==> src/rtl/truth_table_sweeper_pkg.sv <==
// Shared types and sizing helpers for the truth-table sweeper.
package tts_pkg;

  typedef enum logic [1:0] {StIdle, StHold, StDone} state_e;

  function automatic int unsigned nvec(input int unsigned n);
    return 32'd1 << n;
  endfunction

  function automatic int unsigned tt_width(input int unsigned n, input int unsigned m);
    return m * nvec(n);
  endfunction

endpackage

==> src/rtl/truth_table_sweeper_if.sv <==
// Control, stimulus/response and result bundle between a sweeper and its environment.
interface truth_table_sweeper_if #(
  parameter int unsigned N_IN  = 3,
  parameter int unsigned M_OUT = 1
);
  import tts_pkg::*;

  localparam int unsigned TtW = tt_width(N_IN, M_OUT);

  logic              start;
  logic              abort;
  logic [N_IN-1:0]   stim;
  logic [M_OUT-1:0]  resp;
  logic [TtW-1:0]    exp_tt;
  logic              busy;
  logic              done;
  logic [TtW-1:0]    tt_out;
  logic [N_IN:0]     mismatch_cnt;
  logic              first_fail_vld;
  logic [N_IN-1:0]   first_fail_idx;

  modport master (
    output start, abort, resp, exp_tt,
    input  stim, busy, done, tt_out, mismatch_cnt, first_fail_vld, first_fail_idx
  );

  modport slave (
    input  start, abort, resp, exp_tt,
    output stim, busy, done, tt_out, mismatch_cnt, first_fail_vld, first_fail_idx
  );

endinterface

==> src/rtl/truth_table_sweeper_settle.sv <==
// Loadable settle down-counter; expire is high while the count sits at zero.
module tts_settle_timer #(
  parameter int unsigned SETTLE = 1
) (
  input  logic clk,
  input  logic rst,
  input  logic load,
  input  logic en,
  output logic expire
);

  if (SETTLE == 0) begin : g_none
    // No hold cycles: every cycle is a sampling cycle, so no state is needed.
    logic unused_inputs;
    assign unused_inputs = ^{clk, rst, load, en};
    assign expire = 1'b1;
  end else begin : g_cnt
    localparam int unsigned CntW = $clog2(SETTLE + 1);

    logic [CntW-1:0] cnt_q, cnt_d;

    always_comb begin
      cnt_d = cnt_q;
      if (load) begin
        cnt_d = CntW'(SETTLE);
      end else if (en && (cnt_q != '0)) begin
        cnt_d = cnt_q - CntW'(1);
      end
    end

    always_ff @(posedge clk or posedge rst) begin
      if (rst) begin
        cnt_q <= '0;
      end else begin
        cnt_q <= cnt_d;
      end
    end

    assign expire = (cnt_q == '0);
  end

endmodule

==> src/rtl/truth_table_sweeper.sv <==
// Exhaustive input sweeper: drives every vector, captures responses, scores them.
module truth_table_sweeper
  import tts_pkg::*;
#(
  parameter int unsigned N_IN   = 3,
  parameter int unsigned M_OUT  = 1,
  parameter int unsigned SETTLE = 1
) (
  input logic                 clk,
  input logic                 rst,
  truth_table_sweeper_if.slave bus
);

  localparam int unsigned NVEC = nvec(N_IN);
  localparam int unsigned TtW  = tt_width(N_IN, M_OUT);
  localparam int unsigned CntW = N_IN + 1;

  state_e            state_q, state_d;
  logic [N_IN-1:0]   idx_q, idx_d;
  logic [TtW-1:0]    tt_q, tt_d;
  logic [CntW-1:0]   mm_q, mm_d;
  logic              ff_vld_q, ff_vld_d;
  logic [N_IN-1:0]   ff_idx_q, ff_idx_d;
  logic              expire, go, last, sample, abort_now;
  int unsigned       base;

  assign go        = bus.start && (state_q != StHold);
  assign last      = (idx_q == N_IN'(NVEC - 1));
  assign abort_now = (state_q == StHold) && bus.abort;
  // Abort wins over a coincident sampling edge, discarding that sample.
  assign sample    = (state_q == StHold) && !bus.abort && expire;
  assign base      = 32'(idx_q) * M_OUT;

  tts_settle_timer #(
    .SETTLE (SETTLE)
  ) u_timer (
    .clk    (clk),
    .rst    (rst),
    .load   (go || (sample && !last)),
    .en     (state_q == StHold),
    .expire (expire)
  );

  always_ff @(posedge clk or posedge rst) begin
    if (rst) begin
      state_q <= StIdle;
    end else begin
      state_q <= state_d;
    end
  end

  always_comb begin
    state_d = state_q;
    unique case (state_q)
      StIdle:  if (bus.start) state_d = StHold;
      StHold: begin
        if (bus.abort) begin
          state_d = StIdle;
        end else if (expire && last) begin
          state_d = StDone;
        end
      end
      StDone:  state_d = bus.start ? StHold : StIdle;
      default: state_d = StIdle;
    endcase
  end

  always_comb begin
    bus.busy = (state_q == StHold);
    bus.done = (state_q == StDone);
  end

  always_comb begin
    idx_d    = idx_q;
    tt_d     = tt_q;
    mm_d     = mm_q;
    ff_vld_d = ff_vld_q;
    ff_idx_d = ff_idx_q;
    if (go) begin
      idx_d    = '0;
      tt_d     = '0;
      mm_d     = '0;
      ff_vld_d = 1'b0;
      ff_idx_d = '0;
    end else if (abort_now) begin
      idx_d = '0;
    end else if (sample) begin
      tt_d[base +: M_OUT] = bus.resp;
      if (bus.resp != bus.exp_tt[base +: M_OUT]) begin
        mm_d = mm_q + CntW'(1);
        if (!ff_vld_q) begin
          ff_vld_d = 1'b1;
          ff_idx_d = idx_q;
        end
      end
      if (!last) begin
        idx_d = idx_q + N_IN'(1);
      end
    end
  end

  always_ff @(posedge clk or posedge rst) begin
    if (rst) begin
      idx_q    <= '0;
      tt_q     <= '0;
      mm_q     <= '0;
      ff_vld_q <= 1'b0;
      ff_idx_q <= '0;
    end else begin
      idx_q    <= idx_d;
      tt_q     <= tt_d;
      mm_q     <= mm_d;
      ff_vld_q <= ff_vld_d;
      ff_idx_q <= ff_idx_d;
    end
  end

  assign bus.stim           = idx_q;
  assign bus.tt_out         = tt_q;
  assign bus.mismatch_cnt   = mm_q;
  assign bus.first_fail_vld = ff_vld_q;
  assign bus.first_fail_idx = ff_idx_q;

endmodule

==> src/flat_wrapper.sv <==
// flat-port wrapper written by rule: the top's interface ports become plain ports
module truth_table_sweeper_flat import tts_pkg::*;
#(
  parameter int unsigned N_IN   = 3,
  parameter int unsigned M_OUT  = 1,
  parameter int unsigned SETTLE = 1
)
  (clk, rst, bus_start, bus_abort, bus_resp, bus_exp_tt, bus_stim, bus_busy, bus_done, bus_tt_out, bus_mismatch_cnt, bus_first_fail_vld, bus_first_fail_idx);
  truth_table_sweeper_if #(.N_IN(N_IN), .M_OUT(M_OUT)) bus_i ();
  input logic clk;
  input logic rst;
  input wire logic [$bits(bus_i.start)-1:0] bus_start;
  input wire logic [$bits(bus_i.abort)-1:0] bus_abort;
  input wire logic [$bits(bus_i.resp)-1:0] bus_resp;
  input wire logic [$bits(bus_i.exp_tt)-1:0] bus_exp_tt;
  output wire logic [$bits(bus_i.stim)-1:0] bus_stim;
  output wire logic [$bits(bus_i.busy)-1:0] bus_busy;
  output wire logic [$bits(bus_i.done)-1:0] bus_done;
  output wire logic [$bits(bus_i.tt_out)-1:0] bus_tt_out;
  output wire logic [$bits(bus_i.mismatch_cnt)-1:0] bus_mismatch_cnt;
  output wire logic [$bits(bus_i.first_fail_vld)-1:0] bus_first_fail_vld;
  output wire logic [$bits(bus_i.first_fail_idx)-1:0] bus_first_fail_idx;
  assign bus_i.start = bus_start;
  assign bus_i.abort = bus_abort;
  assign bus_i.resp = bus_resp;
  assign bus_i.exp_tt = bus_exp_tt;
  assign bus_stim = bus_i.stim;
  assign bus_busy = bus_i.busy;
  assign bus_done = bus_i.done;
  assign bus_tt_out = bus_i.tt_out;
  assign bus_mismatch_cnt = bus_i.mismatch_cnt;
  assign bus_first_fail_vld = bus_i.first_fail_vld;
  assign bus_first_fail_idx = bus_i.first_fail_idx;
  truth_table_sweeper #(.N_IN(N_IN), .M_OUT(M_OUT), .SETTLE(SETTLE)) u_core (.clk(clk), .rst(rst), .bus(bus_i));
endmodule
==> config.mk <==
export PLATFORM = sky130hd
export DESIGN_NAME = truth_table_sweeper_flat
export DESIGN_NICKNAME = d
export VERILOG_FILES = /design/src/rtl/truth_table_sweeper_pkg.sv /design/src/rtl/truth_table_sweeper_if.sv /design/src/rtl/truth_table_sweeper_settle.sv /design/src/rtl/truth_table_sweeper.sv /design/src/flat_wrapper.sv
export SDC_FILE = /design/constraint.sdc
export NUM_CORES = 1
export LEC_CHECK = 0
export ABC_CLOCK_PERIOD_IN_PS = 3900
export CAP_MARGIN = 30
export CELL_PAD_IN_SITES_DETAIL_PLACEMENT = 0
export CELL_PAD_IN_SITES_GLOBAL_PLACEMENT = 1
export CORE_ASPECT_RATIO = 0.6
export CORE_UTILIZATION = 39
export DETAILED_ROUTE_END_ITERATION = 16
export PLACE_DENSITY_LB_ADDON = 0.25
export SLEW_MARGIN = 25
export SYNTH_ARGS = -nofsm -noshare
export SYNTH_HDL_FRONTEND = slang
export SYNTH_HIERARCHICAL = 1
export SYNTH_SLANG_ARGS = --single-unit
export TNS_END_PERCENT = 5
==> constraint.sdc <==
create_clock -name clk -period 3.9 [get_ports clk]
set_input_delay 0.39 -clock clk [delete_from_list [all_inputs] [get_ports clk]]
set_output_delay 0.39 -clock clk [all_outputs]
set_load 0.01 [all_outputs]
==> impl_metrics.yaml <==
die:
  rows: 15
  initial_core_util_pct: 43.3
  die_y_um: 47
  num_io_pins: 34
  die_area_um2: 3620
  coreArea_um2: 3040
  dieWidth_um: 77
logic_synthesis:
  yosys-top-cells-area: "dfrtp_1 (42%), mux2i_1 (11%), ha_1 (6.7%)"
  synthDistinctLibCells: 32
  synth.net_count: 148
  yosysSeqAreaShare_pct: 41.8
  async_reset_ff_share_pct: 100
  netlist_area_um2: 1320
  yosys.area.top_type: "dfrtp_1"
  ys_ff_latch: 22
  synth_fa_ha_area_share_pct: 6.65
  synth-main-ff-cell: "dfrtp_1"
  syn-instance-count: 128
  synthTopCellsByCount: "dfrtp_1 (22), mux2i_1 (14), inv_1 (11)"
  yosysMostFrequentCell: "dfrtp_1"
  syn_avg_cell_area_um2: 10.3
  yosysWarnings: 6
  yosys.area_share.simple_pct: 19.9
  synth_edf_count: 0
  synth.top_cell.area_share_pct: 41.8
  synth_top_family_by_area: "multiplexers"
  synth-xor-area-share_pct: 0
  synth_compound_area_share_pct: 5.70
  muxShareOfSynthArea_pct: 20.0
clocking:
  hold_buffers: 0
  path_clk_slew_ns: 0.08
  cts_buffer_depth: 2
  cts_root_buffer: "clkbuf_8"
  clk_latency_ns: 0.27
  cts_resized: 0
  ctsHtreeMaxLevel: 1
  cts_tree: "done"
  cts-buffers-inserted: 3
  clock_sinks: 22
  post_cts_buffers: 0
setup_path:
  cp-end-kind: "flip-flop"
  cp-start-kind: "flip-flop"
  cp.arrival_ns: 2.38
  worstPathRequired_ns: 4.04
  worstPathMaxFanout: 10
  crit_type: "reg2reg"
placement:
  port_buffers: 33
  routabilityCongestion: 0.755
  placed_area_um2: 1670
  dp_hpwl_mm: 2.39
detailed_routing:
  dr_total_vias: 1053
  drt_iter0_drc: 125
  drt_pass1_iterations: 4
  drc: 0
  ant_nets: 0
  wl_mm: 3.10
  wl_per_cell_um: 15.4
  vias_per_cell: 5.21
finish:
  num-fill-cells: 274
  areaGrowthSynthToFinish_pct: 32.4
  multiInputGateArea_um2: 687
  drive_above_1_share_pct: 10.6
  nNetsFinal: 181
  seq_area_um2: 551
  stdcell_area_um2: 1740
  diodes: 0
global_route:
  grt_max_degree: 22
  antenna_found_initial: 0
  grt_first_pass_wirelength_mm: 4.93
  grt_pass1_vias: 1010
  track_usage_pct: 19.0
  overflow: 0
sta:
  slew_viol_final: 0
  worst_slew_pin_slew_ns: 0.492
  clock-skew-final_ns: 0.00416
  setup_viol: 0
  rsz0062_at_grt: "no"
  finalCritPeriodShare_pct: 57.5
  hold_viol: 0
  max_freq_mhz: 446
  finalSetupTns_ns: 0
  slew-limit-headroom_pct: 66.9
  period_needed_ns: 2.24
power_and_ir_drop:
  p_per_area_nw_per_um2: 361
  vdd.ir_drop.worst_mv: 0.182
  leakagePower_nw: 0.806
run_status:
  run_status: "complete, no violations"
run:
  cap_viol_max_count: 0
hold_path:
  hp-class: "in2async"
-- kinds of logic after synthesis --
kind of cell	Yosys count
AO/OA/AOI/OAI	11
adder cells (fa/ha/maj)	7
buffers and inverters	19
flip-flops	22
multiplexers	21
AND/OR/NAND/NOR	48
-- power by group --
group	internal (W)	total, W	switching, W
clock network	0.0000901	0.000166	0.0000763
registers	0.000244	0.000265	0.0000211
logic	0.0000939	0.000198	0.000104
-- flip-flops by register name (all words and copies together) (netlist names) --
signal	cells
u_core/bus.first_fail_idx	3
u_core/bus.first_fail_vld	1
u_core/bus.mismatch_cnt	4
u_core/bus.stim	3
u_core/bus.tt_out	8
u_core/state_q	2
u_core/u_timer/g_cnt.cnt_q	1
-- layout by cell type (no fill, tap or decap), types with 2 or more instances in the layout --
cell type        Yosys  final
nand2b_1             3      3
mux2_4               2      2
ha_1                 7      7
o21ai_0              4      4
mux2i_1             14     14
nor3_1               3      3
nor2b_1              2      2
nand3_1              7      7
nand4_1              5      5
mux4_2               2      2
nor2_1              10     10
clkdlybuf4s50_1      0     33
nor4_1               2      2
a22o_1               2      2
dfrtp_1             22     22
a21oi_1              2      2
nand2_1              8      8
nand4b_1             3      3
clkbuf_8             0      4
inv_1               11     11
-- path summary, 6_finish.rpt --
path,slack [ns],end,cells past startpoint,start
min,0.28,u_core/u_timer/g_cnt.cnt_q$_DFFE_PP0P_,2,rst
min in group clk,0.51,u_core/bus.tt_out[2]$_DFFE_PP0P_,2,u_core/bus.tt_out[2]$_DFFE_PP0P_
min reg2reg,0.51,u_core/bus.tt_out[2]$_DFFE_PP0P_,2,u_core/bus.tt_out[2]$_DFFE_PP0P_
max in group asynchronous,3.15,u_core/bus.tt_out[0]$_DFFE_PP0P_,3,rst
max,1.66,u_core/bus.tt_out[0]$_DFFE_PP0P_,6,u_core/bus.stim[0]$_DFFE_PP0P_
max reg2reg,1.66,u_core/bus.tt_out[0]$_DFFE_PP0P_,6,u_core/bus.stim[0]$_DFFE_PP0P_
-- metrics by stage --
stage	instances	worst slack [ns]	total power [W]	utilization [%]	hold slack, ns
6_report	202	1.66	0.000629	57.3	0.279
5_1_grt	202	1.45	0.000664	57.3	0.274
4_1_cts	201	1.67	0.000633	56.8	0.276
3_5_place_dp	197	1.66	0.000463	55.0	0.493
3_3_place_gp	197	1.74	0.000456	55.0	0.486
2_1_floorplan	128	1.98	0.000396	-	0.119
-- per-layer routing --
| metal | track usage (%) | vias to the layer above | part of all wire (%) |
|---|---|---|---|
| met5 | 0 | - | 0 |
| li1 | - | 512 | - |
| met3 | 5.24 | 2 | 5.6 |
| met1 | 25.3 | 506 | 49 |
| met2 | 31.6 | 33 | 45 |
| met4 | 5.28 | 0 | 0.39 |
-- critical path, cell delays in order, from the launching register on --
cell and delay (ns):
dfrtp_1 0.61, inv_1 0.21, ha_1 0.26, ha_1 0.39, nor4_1 0.36, mux2i_1 0.23, nor2_1 0.06
-- area by class of cell --
class | instances | share of cell area, %
repair buffers | 35 | 20.2
multi-input cells | 87 | 39.4
flip-flops and latches | 22 | 31.6
inverters | 12 | 2.58
clock buffers | 4 | 3.16
well taps | 42 | 3.02
(Power assumes the default switching activity.)
